### config.mk
export PLATFORM = sky130hd
export DESIGN_NAME = id_pipe
export DESIGN_NICKNAME = d
export VERILOG_FILES = /design/src/rtl/id_pipe_pkg.sv /design/src/rtl/id_pipe_fwd_mux.sv /design/src/rtl/id_pipe.sv
export SDC_FILE = /design/constraint.sdc
export NUM_CORES = 1
export LEC_CHECK = 0
export ABC_AREA = 1
export BUFFER_PORTS_ARGS = -buffer_cell sky130_fd_sc_hd__buf_2
export CAP_MARGIN = 20
export CELL_PAD_IN_SITES_DETAIL_PLACEMENT = 2
export CELL_PAD_IN_SITES_GLOBAL_PLACEMENT = 2
export CORE_AREA = 5 5 213 215
export DETAILED_ROUTE_END_ITERATION = 7
export DIE_AREA = 0 0 218 220
export PLACE_DENSITY = 0.79
export SYNTH_ARGS = -nofsm -noshare
export SYNTH_HDL_FRONTEND = slang
export SYNTH_SLANG_ARGS = --single-unit
### constraint.sdc
create_clock -name clk_i -period 2.3 [get_ports clk_i]
set_clock_uncertainty 0.1 [all_clocks]
set_input_delay 0.345 -clock clk_i [delete_from_list [all_inputs] [get_ports clk_i]]
set_output_delay 0.345 -clock clk_i [all_outputs]
set_load 0.05 [all_outputs]
### src/rtl/id_pipe_pkg.sv
// id_pipe_pkg: constants and decode helpers shared by the instruction-decode
// stage (id_pipe) and its forwarding mux (id_fwd_mux).
//   - RV32 base opcodes recognised by the decoder
//   - canonical NOP, zero register / zero value
//   - read/write enable encodings
//   - inst_cls_e + classify(): opcode -> instruction class
package id_pipe_pkg;

    localparam logic [6:0]  INST_TYPE_I     = 7'b0010011;
    localparam logic [6:0]  INST_TYPE_R_M   = 7'b0110011;
    localparam logic [6:0]  INST_TYPE_LUI   = 7'b0110111;
    localparam logic [6:0]  INST_TYPE_AUIPC = 7'b0010111;
    localparam logic [6:0]  INST_TYPE_L     = 7'b0000011;

    localparam logic [31:0] NOP      = 32'h0000_0013;
    localparam logic [31:0] ZERO     = 32'h0000_0000;
    localparam int unsigned ZERO_REG = 0;

    localparam logic READ_ENABLE   = 1'b1;
    localparam logic READ_DISABLE  = 1'b0;
    localparam logic WRITE_ENABLE  = 1'b1;
    localparam logic WRITE_DISABLE = 1'b0;

    typedef enum logic [2:0] {
        CLS_NONE,
        CLS_I,
        CLS_R,
        CLS_LUI,
        CLS_AUIPC,
        CLS_LOAD
    } inst_cls_e;

    function automatic inst_cls_e classify(input logic [6:0] opcode);
        inst_cls_e cls;
        case (opcode)
            INST_TYPE_I:     cls = CLS_I;
            INST_TYPE_R_M:   cls = CLS_R;
            INST_TYPE_LUI:   cls = CLS_LUI;
            INST_TYPE_AUIPC: cls = CLS_AUIPC;
            INST_TYPE_L:     cls = CLS_LOAD;
            default:         cls = CLS_NONE;
        endcase
        return cls;
    endfunction

endpackage

### src/rtl/id_pipe_fwd_mux.sv
// id_fwd_mux: operand source select for one register read port.
// Ports:
//   raddr     in   register index being read
//   re        in   read enable; when low the operand is zero
//   rdata     in   register file data for raddr
//   fwd_we    in   per-stage write enable
//   fwd_waddr in   per-stage destination, stage k at [k*RADDR_WIDTH +: RADDR_WIDTH]
//   fwd_wdata in   per-stage result, stage k at [k*DATA_WIDTH +: DATA_WIDTH]
//   fwd_pend  in   per-stage "result not yet available"
//   data      out  selected operand
//   pend      out  winning source is still pending
module id_fwd_mux
    import id_pipe_pkg::*;
#(
    parameter int RADDR_WIDTH = 5,
    parameter int DATA_WIDTH  = 32,
    parameter int FWD_STAGES  = 2
) (
    input  logic [RADDR_WIDTH-1:0]            raddr,
    input  logic                              re,
    input  logic [DATA_WIDTH-1:0]             rdata,
    input  logic [FWD_STAGES-1:0]             fwd_we,
    input  logic [FWD_STAGES*RADDR_WIDTH-1:0] fwd_waddr,
    input  logic [FWD_STAGES*DATA_WIDTH-1:0]  fwd_wdata,
    input  logic [FWD_STAGES-1:0]             fwd_pend,
    output logic [DATA_WIDTH-1:0]             data,
    output logic                              pend
);

    always_comb begin
        data = rdata;
        pend = 1'b0;
        if (!re || raddr == RADDR_WIDTH'(ZERO_REG)) begin
            data = '0;
        end else begin
            // Walk oldest to youngest so the lowest-index (youngest) match is
            // the last assignment and therefore wins, pending flag included.
            for (int k = FWD_STAGES - 1; k >= 0; k--) begin
                if (fwd_we[k] && fwd_waddr[k*RADDR_WIDTH +: RADDR_WIDTH] == raddr) begin
                    data = fwd_wdata[k*DATA_WIDTH +: DATA_WIDTH];
                    pend = fwd_pend[k];
                end
            end
        end
    end

endmodule

### src/rtl/id_pipe.sv
// id_pipe: instruction decode stage between the IF/ID register and EX.
// Decodes I / R / LUI / AUIPC / LOAD, forwards operands from FWD_STAGES
// downstream stages, detects load-use hazards (stall + bubble) and holds a
// registered ID/EX slot under valid/ready backpressure with flush.
// Ports:
//   clk_i, rst_n_i            clock, synchronous active-low reset
//   inst_valid_i/addr_i/i     instruction from IF/ID
//   reg1/2_rdata_i            register file read data
//   fwd_we/waddr/wdata/pend_i packed forwarding sources, index 0 youngest
//   ex_ready_i                EX accepts the ID/EX slot this cycle
//   flush_i                   drop the current and held instruction
//   reg1/2_raddr_o, _re_o     register file read request (combinational)
//   stall_o                   hold IF/ID (combinational)
//   id_valid_o ... is_load_o  registered ID/EX slot
//   stall_cnt_o               saturating count of hazard cycles
module id_pipe
    import id_pipe_pkg::*;
#(
    parameter int ADDR_WIDTH  = 32,
    parameter int DATA_WIDTH  = 32,
    parameter int RADDR_WIDTH = 5,
    parameter int FWD_STAGES  = 2,
    parameter int CNT_WIDTH   = 16
) (
    input  logic                              clk_i,
    input  logic                              rst_n_i,
    input  logic                              inst_valid_i,
    input  logic [ADDR_WIDTH-1:0]             inst_addr_i,
    input  logic [DATA_WIDTH-1:0]             inst_i,
    input  logic [DATA_WIDTH-1:0]             reg1_rdata_i,
    input  logic [DATA_WIDTH-1:0]             reg2_rdata_i,
    input  logic [FWD_STAGES-1:0]             fwd_we_i,
    input  logic [FWD_STAGES*RADDR_WIDTH-1:0] fwd_waddr_i,
    input  logic [FWD_STAGES*DATA_WIDTH-1:0]  fwd_wdata_i,
    input  logic [FWD_STAGES-1:0]             fwd_pend_i,
    input  logic                              ex_ready_i,
    input  logic                              flush_i,
    output logic [RADDR_WIDTH-1:0]            reg1_raddr_o,
    output logic [RADDR_WIDTH-1:0]            reg2_raddr_o,
    output logic                              reg1_re_o,
    output logic                              reg2_re_o,
    output logic                              stall_o,
    output logic                              id_valid_o,
    output logic [DATA_WIDTH-1:0]             inst_o,
    output logic [ADDR_WIDTH-1:0]             inst_addr_o,
    output logic [DATA_WIDTH-1:0]             op1_o,
    output logic [DATA_WIDTH-1:0]             op2_o,
    output logic                              reg_we_o,
    output logic [RADDR_WIDTH-1:0]            reg_waddr_o,
    output logic                              is_load_o,
    output logic [CNT_WIDTH-1:0]              stall_cnt_o
);

    inst_cls_e              cls;
    logic [RADDR_WIDTH-1:0] rs1;
    logic [RADDR_WIDTH-1:0] rs2;
    logic [RADDR_WIDTH-1:0] rd;
    logic [DATA_WIDTH-1:0]  imm_i;
    logic [DATA_WIDTH-1:0]  imm_u;

    logic                   dec_we;
    logic                   dec_is_load;
    logic [DATA_WIDTH-1:0]  dec_inst;
    logic [RADDR_WIDTH-1:0] dec_waddr;
    logic [DATA_WIDTH-1:0]  dec_op1;
    logic [DATA_WIDTH-1:0]  dec_op2;

    logic [DATA_WIDTH-1:0]  fwd1_data;
    logic [DATA_WIDTH-1:0]  fwd2_data;
    logic                   fwd1_pend;
    logic                   fwd2_pend;

    logic                   hazard;
    logic                   load;

    assign rs1   = RADDR_WIDTH'(inst_i[19:15]);
    assign rs2   = RADDR_WIDTH'(inst_i[24:20]);
    assign rd    = RADDR_WIDTH'(inst_i[11:7]);
    assign imm_i = {{(DATA_WIDTH-12){inst_i[31]}}, inst_i[31:20]};
    assign imm_u = DATA_WIDTH'({inst_i[31:12], 12'b0});

    // Instruction class and register-file/write-back enables.
    always_comb begin
        cls         = inst_valid_i ? classify(inst_i[6:0]) : CLS_NONE;
        reg1_re_o   = READ_DISABLE;
        reg2_re_o   = READ_DISABLE;
        dec_we      = WRITE_DISABLE;
        dec_is_load = 1'b0;
        dec_inst    = DATA_WIDTH'(NOP);
        case (cls)
            CLS_I: begin
                reg1_re_o = READ_ENABLE;
                dec_we    = WRITE_ENABLE;
            end
            CLS_R: begin
                reg1_re_o = READ_ENABLE;
                reg2_re_o = READ_ENABLE;
                dec_we    = WRITE_ENABLE;
            end
            CLS_LUI, CLS_AUIPC: begin
                dec_we    = WRITE_ENABLE;
            end
            CLS_LOAD: begin
                reg1_re_o   = READ_ENABLE;
                dec_we      = WRITE_ENABLE;
                dec_is_load = 1'b1;
            end
            default: ;
        endcase
        if (cls != CLS_NONE) begin
            dec_inst = inst_i;
        end
    end

    assign reg1_raddr_o = reg1_re_o ? rs1 : '0;
    assign reg2_raddr_o = reg2_re_o ? rs2 : '0;
    assign dec_waddr    = dec_we ? rd : '0;

    id_fwd_mux #(
        .RADDR_WIDTH (RADDR_WIDTH),
        .DATA_WIDTH  (DATA_WIDTH),
        .FWD_STAGES  (FWD_STAGES)
    ) u_fwd1 (
        .raddr     (reg1_raddr_o),
        .re        (reg1_re_o),
        .rdata     (reg1_rdata_i),
        .fwd_we    (fwd_we_i),
        .fwd_waddr (fwd_waddr_i),
        .fwd_wdata (fwd_wdata_i),
        .fwd_pend  (fwd_pend_i),
        .data      (fwd1_data),
        .pend      (fwd1_pend)
    );

    id_fwd_mux #(
        .RADDR_WIDTH (RADDR_WIDTH),
        .DATA_WIDTH  (DATA_WIDTH),
        .FWD_STAGES  (FWD_STAGES)
    ) u_fwd2 (
        .raddr     (reg2_raddr_o),
        .re        (reg2_re_o),
        .rdata     (reg2_rdata_i),
        .fwd_we    (fwd_we_i),
        .fwd_waddr (fwd_waddr_i),
        .fwd_wdata (fwd_wdata_i),
        .fwd_pend  (fwd_pend_i),
        .data      (fwd2_data),
        .pend      (fwd2_pend)
    );

    always_comb begin
        dec_op1 = '0;
        dec_op2 = '0;
        case (cls)
            CLS_I, CLS_LOAD: begin
                dec_op1 = fwd1_data;
                dec_op2 = imm_i;
            end
            CLS_R: begin
                dec_op1 = fwd1_data;
                dec_op2 = fwd2_data;
            end
            CLS_LUI: begin
                dec_op1 = imm_u;
                dec_op2 = DATA_WIDTH'(ZERO);
            end
            CLS_AUIPC: begin
                dec_op1 = DATA_WIDTH'(inst_addr_i);
                dec_op2 = imm_u;
            end
            default: ;
        endcase
    end

    // Pending flags are only raised for enabled reads, which already
    // require a valid instruction; the explicit qualifier keeps intent clear.
    assign hazard  = inst_valid_i & (fwd1_pend | fwd2_pend);
    assign load    = !id_valid_o | ex_ready_i;
    assign stall_o = !flush_i & inst_valid_i & (hazard | !load);

    always_ff @(posedge clk_i) begin
        if (!rst_n_i) begin
            id_valid_o  <= 1'b0;
            inst_o      <= DATA_WIDTH'(NOP);
            inst_addr_o <= '0;
            op1_o       <= '0;
            op2_o       <= '0;
            reg_we_o    <= WRITE_DISABLE;
            reg_waddr_o <= '0;
            is_load_o   <= 1'b0;
            stall_cnt_o <= '0;
        end else begin
            if (hazard && !flush_i && stall_cnt_o != {CNT_WIDTH{1'b1}}) begin
                stall_cnt_o <= stall_cnt_o + CNT_WIDTH'(1);
            end
            // Bubble and flush only kill the control fields; the data
            // fields are don't-care once id_valid_o drops.
            if (flush_i || (load && hazard)) begin
                id_valid_o <= 1'b0;
                inst_o     <= DATA_WIDTH'(NOP);
                reg_we_o   <= WRITE_DISABLE;
                is_load_o  <= 1'b0;
            end else if (load) begin
                id_valid_o  <= inst_valid_i;
                inst_o      <= dec_inst;
                inst_addr_o <= inst_addr_i;
                op1_o       <= dec_op1;
                op2_o       <= dec_op2;
                reg_we_o    <= dec_we;
                reg_waddr_o <= dec_waddr;
                is_load_o   <= dec_is_load;
            end
        end
    end

endmodule

* Word-level counts from Yosys, hierarchy flattened
Cells that the tools add are included.
** Word-level totals
- Flip-flop bits (word level) :: 152
- Bits of input ports :: 211
- Logic and storage cells :: 80
** Cells by class
- Add/subtract/negate cells :: 1
- Eq/ne operators :: 15
- Multiplexer cells :: 24
- Bitwise gates (word level) :: 8
- Reductions and logical operators :: 23
** Operators with widths (count)
- $mux W32 :: 7
- $pmux W32 S3 :: 2
- $eq A5 B5 Y1 :: 4
- $add A16 B1 Y16 const B :: 1
- $ne A16 B16 Y1 const B :: 1
- $mux W5 :: 3
- $pmux W3 S5 :: 1
- $eq A7 B5 Y1 const B :: 2
- $eq A7 B6 Y1 const B :: 2
- $logic_not A5 Y1 :: 2
- $mux W1 :: 10
- $eq A7 B2 Y1 const B :: 1
- $logic_and A1 B1 Y1 :: 7
- $eq A3 B2 Y1 const B :: 2
- $eq A3 B3 Y1 const B :: 2
- $logic_not A1 Y1 :: 5
- $reduce_or A5 Y1 :: 1
- $reduce_or A2 Y1 :: 2
- $and A1 B1 Y1 :: 3
- $eq A3 B1 Y1 const B :: 1
- $logic_or A1 B1 Y1 :: 3
- $mux W3 :: 1
- $or A1 B1 Y1 :: 3
- $reduce_bool A3 Y1 :: 1
- other kinds (3) :: 4

* Depth between registers and ports, before layout
Gate-level depths: netlist of run 1.
- Depth in word-level cells :: 18
- Mapped depth :: 21

* Hierarchy
A second synthesis of run 1 with hierarchy kept.
** Second synthesis, totals
- Cells, all modules :: 1607
- Area, all modules :: 9636.7 µm²
** Modules (own cells, without submodules)
- id_pipe :: instances 1, cells an instance 999, area each 6869.1 µm², sequential area each 3042.9 µm²
- id_fwd_mux :: instances 2, cells an instance 304, area each 1383.8 µm², sequential area each 0.0 µm²

* Worst setup path after synthesis of run 1
Ideal clock, no wire load.
- Kind :: input to output
- Start :: input inst_i[3]
- End :: output stall_o
- Arrival :: 2.657 ns
- Data required time :: 1.855 ns
- Slack :: -0.802 ns
- Cell stages on the path :: 15
- Cells stage by stage :: inv_1 nand3_1 nor2_1 nand4_2 nor2_1 nand2_1 nand2_1 nand2_1 inv_1 nand4_2 o21ai_1 nand2_1 nand2_1 o21ai_0 inv_1
** Between the ends
- Elaborated cells between the ends (all ways) :: 39
** RTL lines
- start, declared :: line id_pipe.sv:29 : input logic [DATA_WIDTH-1:0] inst_i,
- $eq A7 B2 Y1 (tied with other cells) :: line id_pipe_pkg.sv:35 : case (opcode)
- $pmux W3 S5 * :: line id_pipe_pkg.sv:35
- $mux W3 * :: line id_pipe.sv:84 : cls = inst_valid_i ? classify(inst_i[6:0]) : CLS_NONE;
- $eq A3 B2 Y1 * :: line id_pipe.sv:90 : case (cls)
- $mux W1 * :: line id_pipe.sv:90
- $mux W5 * :: line id_pipe.sv:116 : assign reg2_raddr_o = reg2_re_o ? rs2 : '0;
- net reg2_raddr_o[0] :: line id_pipe.sv:39 : output logic [RADDR_WIDTH-1:0] reg2_raddr_o,
- $eq A5 B5 Y1 :: line id_pipe_fwd_mux.sv:39 : if (fwd_we[k] && fwd_waddr[k*RADDR_WIDTH +: RADDR_WIDTH] == raddr) begin
- $logic_and A1 B1 Y1 :: line id_pipe_fwd_mux.sv:39
- $mux W1 (2 in series) :: line id_pipe_fwd_mux.sv:39
- $mux W1 * :: line id_pipe_fwd_mux.sv:33 : if (!re || raddr == RADDR_WIDTH'(ZERO_REG)) begin
- $or A1 B1 Y1 * :: line id_pipe.sv:177 : assign hazard = inst_valid_i & (fwd1_pend | fwd2_pend);
- $and A1 B1 Y1 * :: line id_pipe.sv:177
- $or A1 B1 Y1 * :: line id_pipe.sv:179 : assign stall_o = !flush_i & inst_valid_i & (hazard | !load);
- $and A1 B1 Y1 * :: line id_pipe.sv:179
- end, declared :: line id_pipe.sv:42 : output logic stall_o,
Mark *: on every way through the listed nets, which the timed path passes. The rest lies on a longest branch.

* Worst setup path in the final report of run 1
- Start :: input inst_i[0]
- End :: output stall_o
** Between the ends
- Longest elaborated chain between the ends :: 16
- Elaborated cells between the ends (all ways) :: 39
** RTL lines
- $eq A7 B2 Y1 (tied with other cells) :: line id_pipe_pkg.sv:35
- $pmux W3 S5 * :: line id_pipe_pkg.sv:35
- $mux W3 * :: line id_pipe.sv:84
- $eq A3 B2 Y1 (tied with other cells) :: line id_pipe.sv:90
- $reduce_or A3 Y1 (no source line)
- $mux W1 :: line id_pipe.sv:90
- $mux W5 :: line id_pipe.sv:115 : assign reg1_raddr_o = reg1_re_o ? rs1 : '0;
- $eq A5 B5 Y1 :: line id_pipe_fwd_mux.sv:39
- $logic_and A1 B1 Y1 :: line id_pipe_fwd_mux.sv:39
- $mux W1 (2 in series) :: line id_pipe_fwd_mux.sv:39
- $mux W1 :: line id_pipe_fwd_mux.sv:33
- $or A1 B1 Y1 * :: line id_pipe.sv:177
- $and A1 B1 Y1 * :: line id_pipe.sv:177
- $or A1 B1 Y1 * :: line id_pipe.sv:179
- $and A1 B1 Y1 * :: line id_pipe.sv:179
Mark *: on every way between the ends. The rest lies on a longest branch, timed or not.

==> results by group, run 1 <==
Timing
  – Fin worst setup slack: -0.584 ns
  – Finish-stage setup viols: roughly 150
  – Minimum clock period: around 2.9 ns
  – RSZ-0062 raised after global routing: yes
  – Fin. max-slew vios: 0
  – Final Hold Slack: roughly 0.025 ns
  – Slew margin rel.: 58.0%
  – Fin crit share: 125%
  – Final hold violation count: 0
  – FMAX: roughly 0.35 GHz
  – Measured slew at the worst slew-check pin: 0.625 ns

Global routing
  – GRT Total Usage: a little over a quarter
  – Gr ovfl total: 0
  – Largest net degree at the start of global routing: 42
  – First-pass GRT wire length: around 95000 um
  – Number of global-route vias before repair: 14.3k
  – Initial antenna violation count: 12

Clock tree
  – CTS tree: yes
  – Clock Latency Late Sink: approximately 0.5 ns
  – Clk buf depth: 2
  – CTS clock-pin slew for the worst setup and hold paths: 0.08 ns
  – Clock root cell: clkbuf_16
  – Clock sink total: 152
  – H-tree depth: 4
  – Cts bufs inserted: 17

Placement
  – Cells after DPL: between 2k and 2.5k
  – # port buffers: roughly 380
  – Pre-CTS setup slack: -1.20 ns
  – RD Place Congestion: 0.885
  – Hpwl dp: about 46000 um
  – Placed instance area: about 13000 sq um

Setup path
  – Worst path required time: ~1.9 ns
  – CP Cell Sequence: buf_8 -> buf_6 -> nand3_4 -> nor2_4 -> nand4_4 -> buf_6 -> nor2_4 -> buf_6 -> nand2_2 -> nand2_1 -> nand2_1 -> clkinv_1 -> nand3_2 -> o21ai_2 -> nand2_2 -> nand2_4 -> o21ai_2 -> inv_2 -> buf_12
  – Kind of critical path: input port to output pin
  – CP delay by family, top: simple AND/OR/NAND/NOR gates
  – Max incr delay on CP: around 0.22 ns
  – Buf+Inv Stages, Crit Path: 7
  – Crit. End Element: output pin
  – Worst Path Max Fanout: 4
  – Worst r2r path cells: 7
  – Worst Path Arrival: around 2.4 ns
  – Crit-path most repeated cell: buf_6
  – Slowest stage cell, crit path: o21ai_2
  – Critical path depth: 19
  – Crit start category: input port

Synthesis
  – Register area share after synthesis: roughly 34%
  – Synth cell types: 33
  – Fraction of the mapped netlist area in adder cells: 0.140%
  – Compound-gate portion of the synthesized area: 13.6%
  – #FFs+latches synth: 152
  – Synth Area in Simple Gates: 41.0%
  – Ys flop type: dfxtp_1
  – Post-synth EDFFs: 0
  – Mux cell area share after synthesis: 0%
  – Post-Syn Nets: 1688
  – Number of synthesis warnings: 0
  – Syn Std Cell Area: about 8900 sq um
  – Main combinational cell family by area after synthesis: simple AND/OR/NAND/NOR gates
  – Cells after Synth: roughly 1.5k
  – Post-Syn Area per Cell: between 6 and 7 sq um
  – Asr flop ratio synth: 0%
  – Fraction of synthesized cell area in xor and xnor cells: about 1.6%

Cells and area
  – Non-Filler Instances: 2633
  – P&R area growth vs syn: 88.2%
  – # nets final: roughly 2.2k
  – Design Area, Final: approximately 17000 sq um
  – Share of cells above drive strength 1: around half

Routing
  – DR DRC count: 0
  – 1st-iter DRT viols: about 640
  – Routed vias/inst: between 4 and 5
  – Vias: approximately 13k
  – Post-route antenna net violation count: 0
  – Avg WL per Cell: between 20 and 30 um
  – TritonRoute pass-1 iters: 5
  – Wirelength, routed: around 68000 um

Die
  – Core area: 43500 sq um
  – # IOs: 376
  – Row count: just under 80
  – Die W: roughly 220 um
  – Die outline area: 48000 sq um
  – Initial core utilization: between 20% and 30%
  – Die height: 220 um

Power and ir drop
  – Max VDD drop: ~0.52 mV
  – Leak Pwr: about 0.008 uW
  – Pwr dens: ~450 nW/um^2

Outcome
  – Status: complete, but fails checks
  – Failing checks: negative setup slack

Min path
  – HP Class: input port to register
  – Hold path cells: 3

Job
  – Maxcap violations: 0
area by class of cell:
cell class / count / area (sq um)
Timing Repair inverter: 1 / 16.3
Clock inverter: 14 / 130
Fill cell: 4992 / 26800
Antenna cell: 5 / 12.5
Tap cell: 592 / 741
Clock buffer: 18 / 439
Sequential cell: 152 / 3060
Inverter: 110 / 454
Multi-Input combinational cell: 1126 / 6880
Timing Repair Buffer: 615 / 5050
layer usage:
metal	track usage, %	routed length, um	vias up	part of all wire, %
met5	0	69	-	0.10
met3	6.79	4280	116	6.3
met4	8.92	2170	12	3.2
met1	31.1	26900	6465	39
met2	48.9	34900	412	51
li1	-	-	5888	-
cell usage after synthesis (10+ instances only):
cell type | number | area [sq um]
a21oi_1 | 136 | 681
buf_2 | 29 | 145
clkbuf_1 | 44 | 165
dfxtp_1 | 152 | 3040
inv_1 | 102 | 383
nand2_1 | 551 | 2070
nand3_1 | 143 | 716
nand4_1 | 25 | 156
nor2_1 | 138 | 518
nor3_1 | 11 | 55.1
o211ai_1 | 26 | 195
o21ai_0 | 42 | 210
o22ai_1 | 10 | 62.6
xor2_1 | 13 | 114
power breakdown:
| part | internal, uW | total (uW) | switching [uW] |
|---|---|---|---|
| registers | 2690 | 2730 | 45.9 |
| clock network | 1460 | 2890 | 1430 |
| logic | 746 | 1930 | 1190 |
cell usage in the layout (no fill, tap or decap), types with 9 or more instances in the layout:
cell,instances
a21oi_1,23
inv_2,9
buf_12,49
inv_1,93
buf_16,26
nand3_4,9
nand2_1,372
nor2_2,15
nand2_4,96
nand4_1,25
nor2_1,97
o211ai_1,26
nand2_2,84
nor3_1,11
nand3_1,130
dlygate4sd3_1,12
xor2_1,12
buf_6,24
dfxtp_1,144
nor2_4,27
clkbuf_16,18
o21ai_0,39
buf_4,135
buf_2,360
a21oi_2,106
sequential cells by signal, summed over array words and instances (netlist names), 5 cells and up:
register     count
inst_addr_o     32
inst_o          32
op1_o           32
op2_o           32
reg_waddr_o      5
stall_cnt_o     16
worst paths after layout:
check / from / endpoint / slack (ns)
setup / recovery: inst_i[0] / stall_o / -0.58
hold reg to reg: inst_o[1] / inst_o[1] / 0.37
hold / removal: inst_addr_i[25] / inst_addr_o[25] / 0.02
setup reg to reg: stall_cnt_o[0] / stall_cnt_o[3] / 0.02
metrics by stage:
stage / setup TNS, ns / util, % / total power (uW)
after floorplan: -30.62 / - / 3400
after global placement: -116.59 / 29.1 / 4020
after detailed placement: -146.63 / 29.1 / 4050
after CTS: -35.03 / 36.2 / 7510
after global routing: -71.90 / 38.5 / 7840
final: -62.11 / 38.5 / 7560
worst reg2reg max path, delay by kind of cell, from the launching register on:
kind | cells | cell delay, ns
and+or+nand+nor | 4 | 1.23
buffers and inverters | 1 | 0.20
DFF | 1 | 0.37
adders and majority gates | 1 | 0.20
AOI/OAI and AO/OA | 1 | 0.06
logic make-up (layout without fill, tap and decap cells):
family,Yosys count,after routing
buffers and inverters,199,758
adder cells (fa/ha/maj),1,1
XOR/XNOR,16,16
AO/OA/AOI/OAI,224,224
flip-flops,152,152
AND/OR/NAND/NOR,884,885
other,0,5
what timing repair did:
action | CTS | global route
endpoints found under the hold margin | 12 | 0
cloned | 35 | 1
buffers inserted | 52 | 15
pin swaps | 76 | 111
hold buffers | 12 | 0
setup endpoints to repair | 151 | 151
gates resized for setup | 282 | 334
Note: power is estimated with default switching activity, not from simulation.
==> run 2, diff against run 1 <==
--- a/config.mk
+++ b/config.mk
@@ -13,6 +13,7 @@
 export CORE_AREA = 5 5 213 215
 export DETAILED_ROUTE_END_ITERATION = 7
 export DIE_AREA = 0 0 218 220
+export GPL_TIMING_DRIVEN = 0
 export PLACE_DENSITY = 0.79
 export SYNTH_ARGS = -nofsm -noshare
 export SYNTH_HDL_FRONTEND = slang
==> results by group, run 2 (synthesized netlist as in run 1, its figures left out) <==
Outcome
  – Status: complete, but fails checks
  – Failing checks: negative setup slack

Die
  – Die height: between 200 and 250 um
  – Core area: between 40000 and 50000 sq um
  – Initial core utilization: between 20% and 30%
  – Row count: 77
  – Die W: about 220 um
  – # IOs: ~380
  – Die outline area: 48000 sq um

Routing
  – Avg WL per Cell: 27.5 um
  – DR DRC count: 0
  – Wirelength, routed: 71300 um
  – 1st-iter DRT viols: about 670
  – Vias: around 13k
  – TritonRoute pass-1 iters: 6
  – Post-route antenna net violation count: 0
  – Routed vias/inst: ~5.0

Timing
  – Measured slew at the worst slew-check pin: ~1 ns
  – Slew margin rel.: approximately a third
  – Fin worst setup slack: -0.532 ns
  – Fin crit share: 123%
  – Setup TNS Final: -54.14 ns
  – Finish-stage setup viols: 150
  – RSZ-0062 raised after global routing: yes
  – Fin. max-slew vios: 0
  – Minimum clock period: about 2.8 ns
  – Final hold violation count: 0
  – FMAX: roughly 0.35 GHz

Min path
  – Hold path cells: 3
  – HP Class: input port to register

Cells and area
  – # nets final: 2191
  – Share of cells above drive strength 1: 55.4%
  – Non-Filler Instances: between 2k and 3k
  – P&R area growth vs syn: 89.2%
  – Commonest non-fill, non-tap cells in the layout: buf_2 (372), nand2_1 (290), dfxtp_1 (144)
  – Most common cell after layout, fill and taps aside: buf_2
  – Fill count: 5034

Setup path
  – Crit start category: input port
  – Worst Path Max Fanout: 3
  – Kind of critical path: input port to output pin
  – Worst path required time: around 1.9 ns
  – Worst r2r path cells: 10
  – Crit. End Element: output pin
  – Worst Path Arrival: 2.39 ns

Placement
  – Cells after DPL: approximately 2.4k
  – Pre-CTS setup slack: -1.37 ns
  – Hpwl dp: about 50000 um
  – # port buffers: 375
  – RD Place Congestion: 0.871

Global routing
  – GRT Total Usage: a little over a quarter
  – Number of global-route vias before repair: 14.0k
  – First-pass GRT wire length: about 94000 um
  – Largest net degree at the start of global routing: 17
  – Gr ovfl total: 0
  – Initial antenna violation count: 7

Job
  – Maxcap violations: 0

Power and ir drop
  – Leak Pwr: roughly 0.0082 uW
  – Pwr dens: approximately 450 nW/um^2
  – Max VDD drop: approximately 0.46 mV

Clock tree
  – Cts bufs inserted: 17
  – Clock Latency Late Sink: approximately 0.45 ns
  – H-tree depth: 4
  – Clock root cell: clkbuf_16
  – Clk buf depth: 2
  – CTS tree: yes
  – CTS clock-pin slew for the worst setup and hold paths: about 0.070 ns
  – Clock sink total: around 150
-- run 2: cell count changes in the layout (fill, tap and decap cells not counted), sizes merged, moves of 2 or more --
cell | previous run | this run
dlygate4sd3 | 12 | 0
inv | 116 | 112
clkinvlp | 1 | 4
buf | 602 | 523
clkbuf | 19 | 67
diode | 5 | 3
-- run 2: critical path: stages --
cell     delay [ns]
buf_12         0.12
inv_12         0.04
nand3_4        0.08
nor2_4         0.16
nand4_4        0.13
buf_6          0.16
buf_6          0.11
nor2_4         0.15
nand2_2        0.09
nand2_4        0.09
buf_6          0.10
nand2_2        0.05
inv_2          0.08
nand4_4        0.11
o21ai_4        0.10
nand2_4        0.09
nand2_4        0.10
o21ai_2        0.06
inv_2          0.07
buf_8          0.14
-- run 2: final timing paths --
path,start,endpoint,slack (ns)
max,inst_i[3],stall_o,-0.53
min,inst_addr_i[6],inst_addr_o[6],0.06
max reg2reg,id_valid_o,op1_o[2],-0.12
min reg2reg,inst_o[0],inst_o[0],0.36
-- run 2: cell type report --
| type | instances | area, sq um | area share, % |
|---|---|---|---|
| timing repair buffer | 486 | 3500 | 20.8 |
| sequential | 152 | 3060 | 18.1 |
| tap | 592 | 741 | 4.39 |
| multi-input combinational | 1125 | 7630 | 45.3 |
| clock inverter | 15 | 144 | 0.853 |
| inverter | 110 | 474 | 2.81 |
| antenna | 3 | 7.51 | 0.0445 |
| buffer | 87 | 878 | 5.21 |
| clock buffer | 17 | 425 | 2.52 |
-- run 2: metrics by stage --
step | total power (uW) | hold slack (ns) | util (%) | instance area [sq um]
floorplan | 3400 | 0.388 | - | 9090
global placement | 3980 | 0.329 | 26.9 | 11700
detailed placement | 4010 | 0.338 | 26.9 | 11700
CTS | 7290 | 0.0335 | 34.5 | 15000
global route | 7780 | 0.0484 | 38.7 | 16900
finish | 7580 | 0.0631 | 38.7 | 16900
-- run 2: metal layers --
metal / wire (um) / GRT usage [%]
met1: 28300 / 31.7
met2: 35900 / 47.7
met3: 4210 / 5.78
met4: 2740 / 7.52
met5: 69 / 0
-- run 2: what timing repair did --
action / CTS / global route
setup endpoints to repair: 151 / 151
gates resized for setup: 420 / 511
gates cloned: 26 / 5
buffers inserted: 73 / 23
pin swaps: 92 / 131
hold buffers: 0 / 0
-- run 2: power breakdown --
group	switching [uW]	internal [uW]
Clock	1410	1520
Combinational	1230	676
Sequential	55.4	2690
Total	2700	4880
